### src/rtl/rvc_compress_packer.sv
// RV32I -> RVC compressor and halfword packer feeding instruction memory.
// Optional RVC_PACK_STATS_EN adds accepted/compressed instruction counters.
module rvc_compress_packer #(
  parameter logic [15:0] NOP16 = 16'h0001
) (
  input  logic        clk,
  input  logic        rst,
  input  logic        in_valid,
  output logic        in_ready,
  input  logic [31:0] in_instr,
  input  logic        flush,
  output logic        out_valid,
  input  logic        out_ready,
  output logic [31:0] out_word,
  output logic        pending,
  output logic        comp_hit
`ifdef RVC_PACK_STATS_EN
  ,
  output logic [31:0] stat_in,
  output logic [31:0] stat_comp
`endif
);

  localparam int unsigned WORD_W = 32;
  localparam int unsigned HALF_W = 16;

  typedef enum logic {EMPTY, HALF} state_t;

  state_t              state_q;
  logic [HALF_W-1:0]   hold_q;
  logic [WORD_W-1:0]   out_word_q;
  logic                out_valid_q;
  logic                comp_hit_q;
  logic                flush_pend_q;

  logic                accept_c;
  logic                flush_req_c;
  logic                is16_c;
  logic [HALF_W-1:0]   c16_c;

  // Instruction fields
  logic [6:0]  opc;
  logic [4:0]  rd, rs1, rs2;
  logic [2:0]  f3;
  logic [6:0]  f7;
  logic [11:0] imm_i, imm_s;
  logic [12:1] imm_b;
  logic [20:1] imm_j;
  logic        rd_c, rs1_c, rs2_c;

  assign opc   = in_instr[6:0];
  assign rd    = in_instr[11:7];
  assign f3    = in_instr[14:12];
  assign rs1   = in_instr[19:15];
  assign rs2   = in_instr[24:20];
  assign f7    = in_instr[31:25];
  assign imm_i = in_instr[31:20];
  assign imm_s = {in_instr[31:25], in_instr[11:7]};
  assign imm_b = {in_instr[31], in_instr[7], in_instr[30:25], in_instr[11:8]};
  assign imm_j = {in_instr[31], in_instr[19:12], in_instr[20], in_instr[30:21]};
  assign rd_c  = (rd[4:3] == 2'b01);
  assign rs1_c = (rs1[4:3] == 2'b01);
  assign rs2_c = (rs2[4:3] == 2'b01);

  assign in_ready    = !out_valid_q || out_ready;
  assign accept_c    = in_valid && in_ready;
  assign flush_req_c = flush || flush_pend_q;

  // Compression: immediates are re-encoded bit for bit, no relocation
  always_comb begin
    is16_c = 1'b0;
    c16_c  = '0;
    case (opc)
      7'b0010011: begin
        case (f3)
          3'b000: if (rd == rs1 && imm_i[11:5] == {7{imm_i[5]}} &&
                      (rd != 5'd0 || imm_i == 12'd0)) begin
            is16_c = 1'b1;
            c16_c  = {3'b000, imm_i[5], rd, imm_i[4:0], 2'b01};
          end
          3'b111: if (rd == rs1 && rd_c && imm_i[11:5] == {7{imm_i[5]}}) begin
            is16_c = 1'b1;
            c16_c  = {3'b100, imm_i[5], 2'b10, rd[2:0], imm_i[4:0], 2'b01};
          end
          3'b001: if (f7 == 7'd0 && rd == rs1 && rd != 5'd0) begin
            is16_c = 1'b1;
            c16_c  = {3'b000, 1'b0, rd, rs2, 2'b10};
          end
          3'b101: if (rd == rs1 && rd_c && (f7 == 7'b0000000 || f7 == 7'b0100000)) begin
            is16_c = 1'b1;
            c16_c  = {3'b100, 1'b0, 1'b0, f7[5], rd[2:0], rs2, 2'b01};
          end
          default: ;
        endcase
      end
      7'b0110011: begin
        if (f3 == 3'b000 && f7 == 7'd0 && rd != 5'd0 && rs2 != 5'd0) begin
          if (rs1 == rd) begin
            is16_c = 1'b1;
            c16_c  = {4'b1001, rd, rs2, 2'b10};
          end else if (rs1 == 5'd0) begin
            is16_c = 1'b1;
            c16_c  = {4'b1000, rd, rs2, 2'b10};
          end
        end
      end
      7'b0000011: begin
        if (f3 == 3'b010 && rd_c && rs1_c && imm_i[1:0] == 2'b00 && imm_i[11:7] == 5'd0) begin
          is16_c = 1'b1;
          c16_c  = {3'b010, imm_i[5:3], rs1[2:0], imm_i[2], imm_i[6], rd[2:0], 2'b00};
        end
      end
      7'b0100011: begin
        if (f3 == 3'b010 && rs1_c && rs2_c && imm_s[1:0] == 2'b00 && imm_s[11:7] == 5'd0) begin
          is16_c = 1'b1;
          c16_c  = {3'b110, imm_s[5:3], rs1[2:0], imm_s[2], imm_s[6], rs2[2:0], 2'b00};
        end
      end
      7'b1100011: begin
        if (f3[2:1] == 2'b00 && rs1_c && rs2 == 5'd0 && imm_b[12:8] == {5{imm_b[12]}}) begin
          is16_c = 1'b1;
          c16_c  = {2'b11, f3[0], imm_b[8], imm_b[4:3], rs1[2:0], imm_b[7:6],
                    imm_b[2:1], imm_b[5], 2'b01};
        end
      end
      7'b1101111: begin
        if (rd[4:1] == 4'd0 && imm_j[20:11] == {10{imm_j[20]}}) begin
          is16_c = 1'b1;
          c16_c  = {~rd[0], 2'b01, imm_j[11], imm_j[4], imm_j[9:8], imm_j[10], imm_j[6],
                    imm_j[7], imm_j[3:1], imm_j[5], 2'b01};
        end
      end
      7'b1100111: begin
        if (f3 == 3'b000 && rd[4:1] == 4'd0 && rs1 != 5'd0 && imm_i == 12'd0) begin
          is16_c = 1'b1;
          c16_c  = {3'b100, rd[0], rs1, 5'd0, 2'b10};
        end
      end
      default: ;
    endcase
  end

  // Packing FSM; a flush that arrives with an accept is remembered until a ready cycle
  always_ff @(posedge clk) begin
    if (rst) begin
      state_q      <= EMPTY;
      hold_q       <= '0;
      out_word_q   <= '0;
      out_valid_q  <= 1'b0;
      comp_hit_q   <= 1'b0;
      flush_pend_q <= 1'b0;
    end else begin
      comp_hit_q <= accept_c && is16_c;
      if (out_valid_q && out_ready) out_valid_q <= 1'b0;
      if (accept_c) begin
        case (state_q)
          EMPTY: begin
            if (is16_c) begin
              hold_q  <= c16_c;
              state_q <= HALF;
            end else begin
              out_word_q  <= in_instr;
              out_valid_q <= 1'b1;
            end
            flush_pend_q <= flush_req_c && is16_c;
          end
          default: begin
            out_valid_q <= 1'b1;
            if (is16_c) begin
              out_word_q <= {c16_c, hold_q};
              state_q    <= EMPTY;
            end else begin
              out_word_q <= {in_instr[15:0], hold_q};
              hold_q     <= in_instr[31:16];
            end
            flush_pend_q <= flush_req_c && !is16_c;
          end
        endcase
      end else if (flush_req_c) begin
        if (in_ready) begin
          if (state_q == HALF) begin
            out_word_q  <= {NOP16, hold_q};
            out_valid_q <= 1'b1;
            state_q     <= EMPTY;
          end
          flush_pend_q <= 1'b0;
        end else begin
          flush_pend_q <= (state_q == HALF);
        end
      end
    end
  end

  assign out_valid = out_valid_q;
  assign out_word  = out_word_q;
  assign pending   = (state_q == HALF);
  assign comp_hit  = comp_hit_q;

`ifdef RVC_PACK_STATS_EN
  logic [31:0] stat_in_q, stat_comp_q;

  // Wrapping activity counters
  always_ff @(posedge clk) begin
    if (rst) begin
      stat_in_q   <= '0;
      stat_comp_q <= '0;
    end else if (accept_c) begin
      stat_in_q <= stat_in_q + 32'(1);
      if (is16_c) stat_comp_q <= stat_comp_q + 32'(1);
    end
  end

  assign stat_in   = stat_in_q;
  assign stat_comp = stat_comp_q;
`endif

endmodule

### config.mk
export PLATFORM = sky130hd
export DESIGN_NAME = rvc_compress_packer
export DESIGN_NICKNAME = d
export VERILOG_FILES = /design/src/rtl/rvc_compress_packer.sv
export SDC_FILE = /design/constraint.sdc
export NUM_CORES = 1
export LEC_CHECK = 0
export ABC_AREA = 1
export BUFFER_PORTS_ARGS = -buffer_cell sky130_fd_sc_hd__buf_4
export CORE_ASPECT_RATIO = 1.75
export CORE_MARGIN = 3
export CORE_UTILIZATION = 50
export CTS_CLUSTER_DIAMETER = 100
export DETAILED_ROUTE_END_ITERATION = 16
export HOLD_SLACK_MARGIN = 0.08
export PLACE_DENSITY = 0.73
export SYNTH_ARGS = -nofsm -noshare
export SYNTH_HDL_FRONTEND = slang
export SYNTH_SLANG_ARGS = --single-unit
### constraint.sdc
create_clock -name clk -period 3.32 [get_ports clk]
set_clock_uncertainty 0.15 [all_clocks]
set_input_delay 0.498 -clock clk [delete_from_list [all_inputs] [get_ports clk]]
set_output_delay 0.498 -clock clk [all_outputs]
set_load 0.05 [all_outputs]
==> results.cfg <==
[outcome]
status = completed

[timing]
worst_pin_slew_ns = 1.09
drv_slew = 0
finalCriticalPeriod_ns = 2.90
hold_violations = 0
slew_headroom_pct = 26.9
fin_ws_ns = 0.417
hold_ws_ns = 0.316
rsz0062_at_grt = false
setup_violations = 0
post-route-period-util_pct = 87.4
fmax_mhz = 344
finalSetupTns_ns = 0

[pwr]
p_per_area_nw_per_um2 = 352
p_leak_nw = 2.15
peakVddDrop_v = 0.000171
finalPower_mw = 1.59

[critical_path]
crit_chain = buf_4 -> inv_1 -> ha_1 -> inv_1 -> nor2_1 -> nand3_1 -> nor2_2 -> nor2_2 -> nor2_1 -> nand2_2 -> nand2_2 -> nor2_4 -> nand3_4 -> ha_1 -> nor2_4 -> inv_1 -> o31ai_4 -> buf_4 -> o21ai_0 -> a31oi_1
critPathRequiredTime_ns = 3.34
end_kind = flop
cp.arrival_ns = 2.92
crit_type = in -> reg
critPathLaunchType = input pin
worstPathMaxFanout = 33
path_common_cell = inv_1
crit_slowest_cell = ha_1
slowest_delay_ns = 0.25

[cells_and_area]
fin_util_pct = 62.3
fin_cells = 758
area_delta_synth_final_pct = 20.0
stdcell_area_um2 = 4510
antennaDiodeCount = 0
nets = 711
layout-drive-gt1-share_pct = 22.2

[floorplanning]
fp-row-count = 41
start_util_pct = 51.9
die_area_um2 = 8630
fp.dieW_um = 71.5
dieHeight_um = 121
num_io_pins = 73
core_area_um2 = 7230

[place]
dp_hpwl_mm = 11.2
dpl.cell_count = 750
portBuffers = 72
dp_slack_ns = 0.118
place_area_um2 = 4350
gp_congestion = 1.02

[detailed_routing]
first_iter_violations = 343
ant_nets = 0
wl_per_cell_um = 18.3
vias = 4384
routed_via_density = 5.78
firstDrtPassIters = 5
routed_wirelength_mm = 13.9
drc = 0

[synth]
syn_nets = 652
netlist_area_um2 = 3760
yosysWarningCount = 0
synth-seq-area-share_pct = 27.7
synthCells = 612
synth_top_area_share_pct = 27.7
synth_top_cell_by_area = dfxtp_1
async_reset_ff_share_pct = 0
ys_ff_latch = 52
syn_area_per_cell_um2 = 6.14
ys_types = 36
yosys-top-cells-count = nand2_1 (174), nor2_1 (57), dfxtp_1 (52), nand3_1 (52), inv_1 (44)
yosysMostFrequentCell = nand2_1
synth-edff-count = 0
ys_top_cells_by_area = dfxtp_1 (28%), nand2_1 (17%), nand3_1 (6.9%)
synthFlopType = dfxtp_1

[clock_network]
cts_tree = built
numCtsBuffers = 5
clock-sinks = 52
post-cts-setup-buffers = 0
htreeDepth = 2
cts_resized = 0
ctsHoldBuffers = 0
clock-root-buffer = clkbuf_16
clk_path_buf_depth = 2
clk_pin_slew_ns = 0.07
clk_latency_ns = 0.30

[worst_hold_path]
hp-class = reg -> reg

[global_route]
grt_pass1_wl_mm = 21.4
grt_overflow = 0
grt_max_degree = 41
grt_pass1_vias = 4210
track_usage_pct = 32.3
antenna_found_initial = 0

[run]
maxCapViolCount = 0
-- per-layer routing --
| layer | track usage, % | up-vias | routed length [um] |
|---|---|---|---|
| li1 | - | 2132 | - |
| met1 | 35.1 | 1998 | 5010 |
| met2 | 58.6 | 203 | 7160 |
| met3 | 3.83 | 51 | 870 |
| met4 | 18.1 | 0 | 805 |
| met5 | 0 | - | 0 |
-- cell families (layout without fill, tap and decap cells) --
family	after synthesis	in the layout	share of synthesized area, %
buf+inv	89	149	10.2
compound gates	129	129	19.7
fa+ha+maj	3	3	0.999
simple gates	338	338	41.1
flops	52	52	27.7
xor+xnor	1	1	0.233
-- state kept, by name, summed over array words and instances (netlist names) --
| register | flops |
|---|---|
| comp_hit | 1 |
| out_valid | 1 |
| pending | 1 |
| flush_pend_q | 1 |
| out_word | 32 |
| hold_q | 16 |
-- cells in the final DEF (no fill, tap or decap), types with 2 or more instances in the layout --
| cell | count |
|---|---|
| o211ai_1 | 14 |
| nor3_1 | 10 |
| nand3_1 | 52 |
| o21ai_1 | 4 |
| nand2_2 | 9 |
| a21oi_2 | 3 |
| buf_4 | 85 |
| nand2_1 | 174 |
| nor3_2 | 2 |
| a211oi_1 | 2 |
| ha_1 | 3 |
| a21oi_1 | 43 |
| nor2_1 | 57 |
| a31oi_1 | 16 |
| nand3_2 | 5 |
| inv_1 | 44 |
| nor2_2 | 11 |
| inv_2 | 11 |
| clkbuf_16 | 5 |
| nor2_4 | 8 |
| o21ai_0 | 42 |
| nand4_1 | 6 |
| dfxtp_1 | 52 |
-- final cells by class --
type                    instances  area (um^2)
inverters                      55          206
repair buffers                 86          658
multi-input cells             471         2340
fillers                       727         2730
clock buffers                   5          125
flip-flops and latches         52         1040
well taps                      86          108
clock inverters                 3         27.5
-- worst max-delay path, delay by kind of cell --
kind	cells	cell delay (ns)
AND/OR/NAND/NOR	10	0.93
buffers and inverters	5	0.70
adder cells (fa/ha/maj)	2	0.42
AO/OA/AOI/OAI	3	0.36
-- path summary, 6_finish.rpt --
check             cells past startpoint    startpoint           end  slack [ns]
setup / recovery                     20  in_instr[31]  out_word[13]        0.42
hold / removal                        2     hold_q[5]     hold_q[5]        0.32
setup reg to reg                      8       pending  out_word[13]        1.00
hold reg to reg                       2     hold_q[5]     hold_q[5]        0.32
-- power by group --
part	switching [mW]	internal [mW]
Combinational	0.269	0.118
Clock	0.250	0.286
Sequential	0.0136	0.651
Total	0.532	1.06
Note: power is estimated with default switching activity, not from simulation.
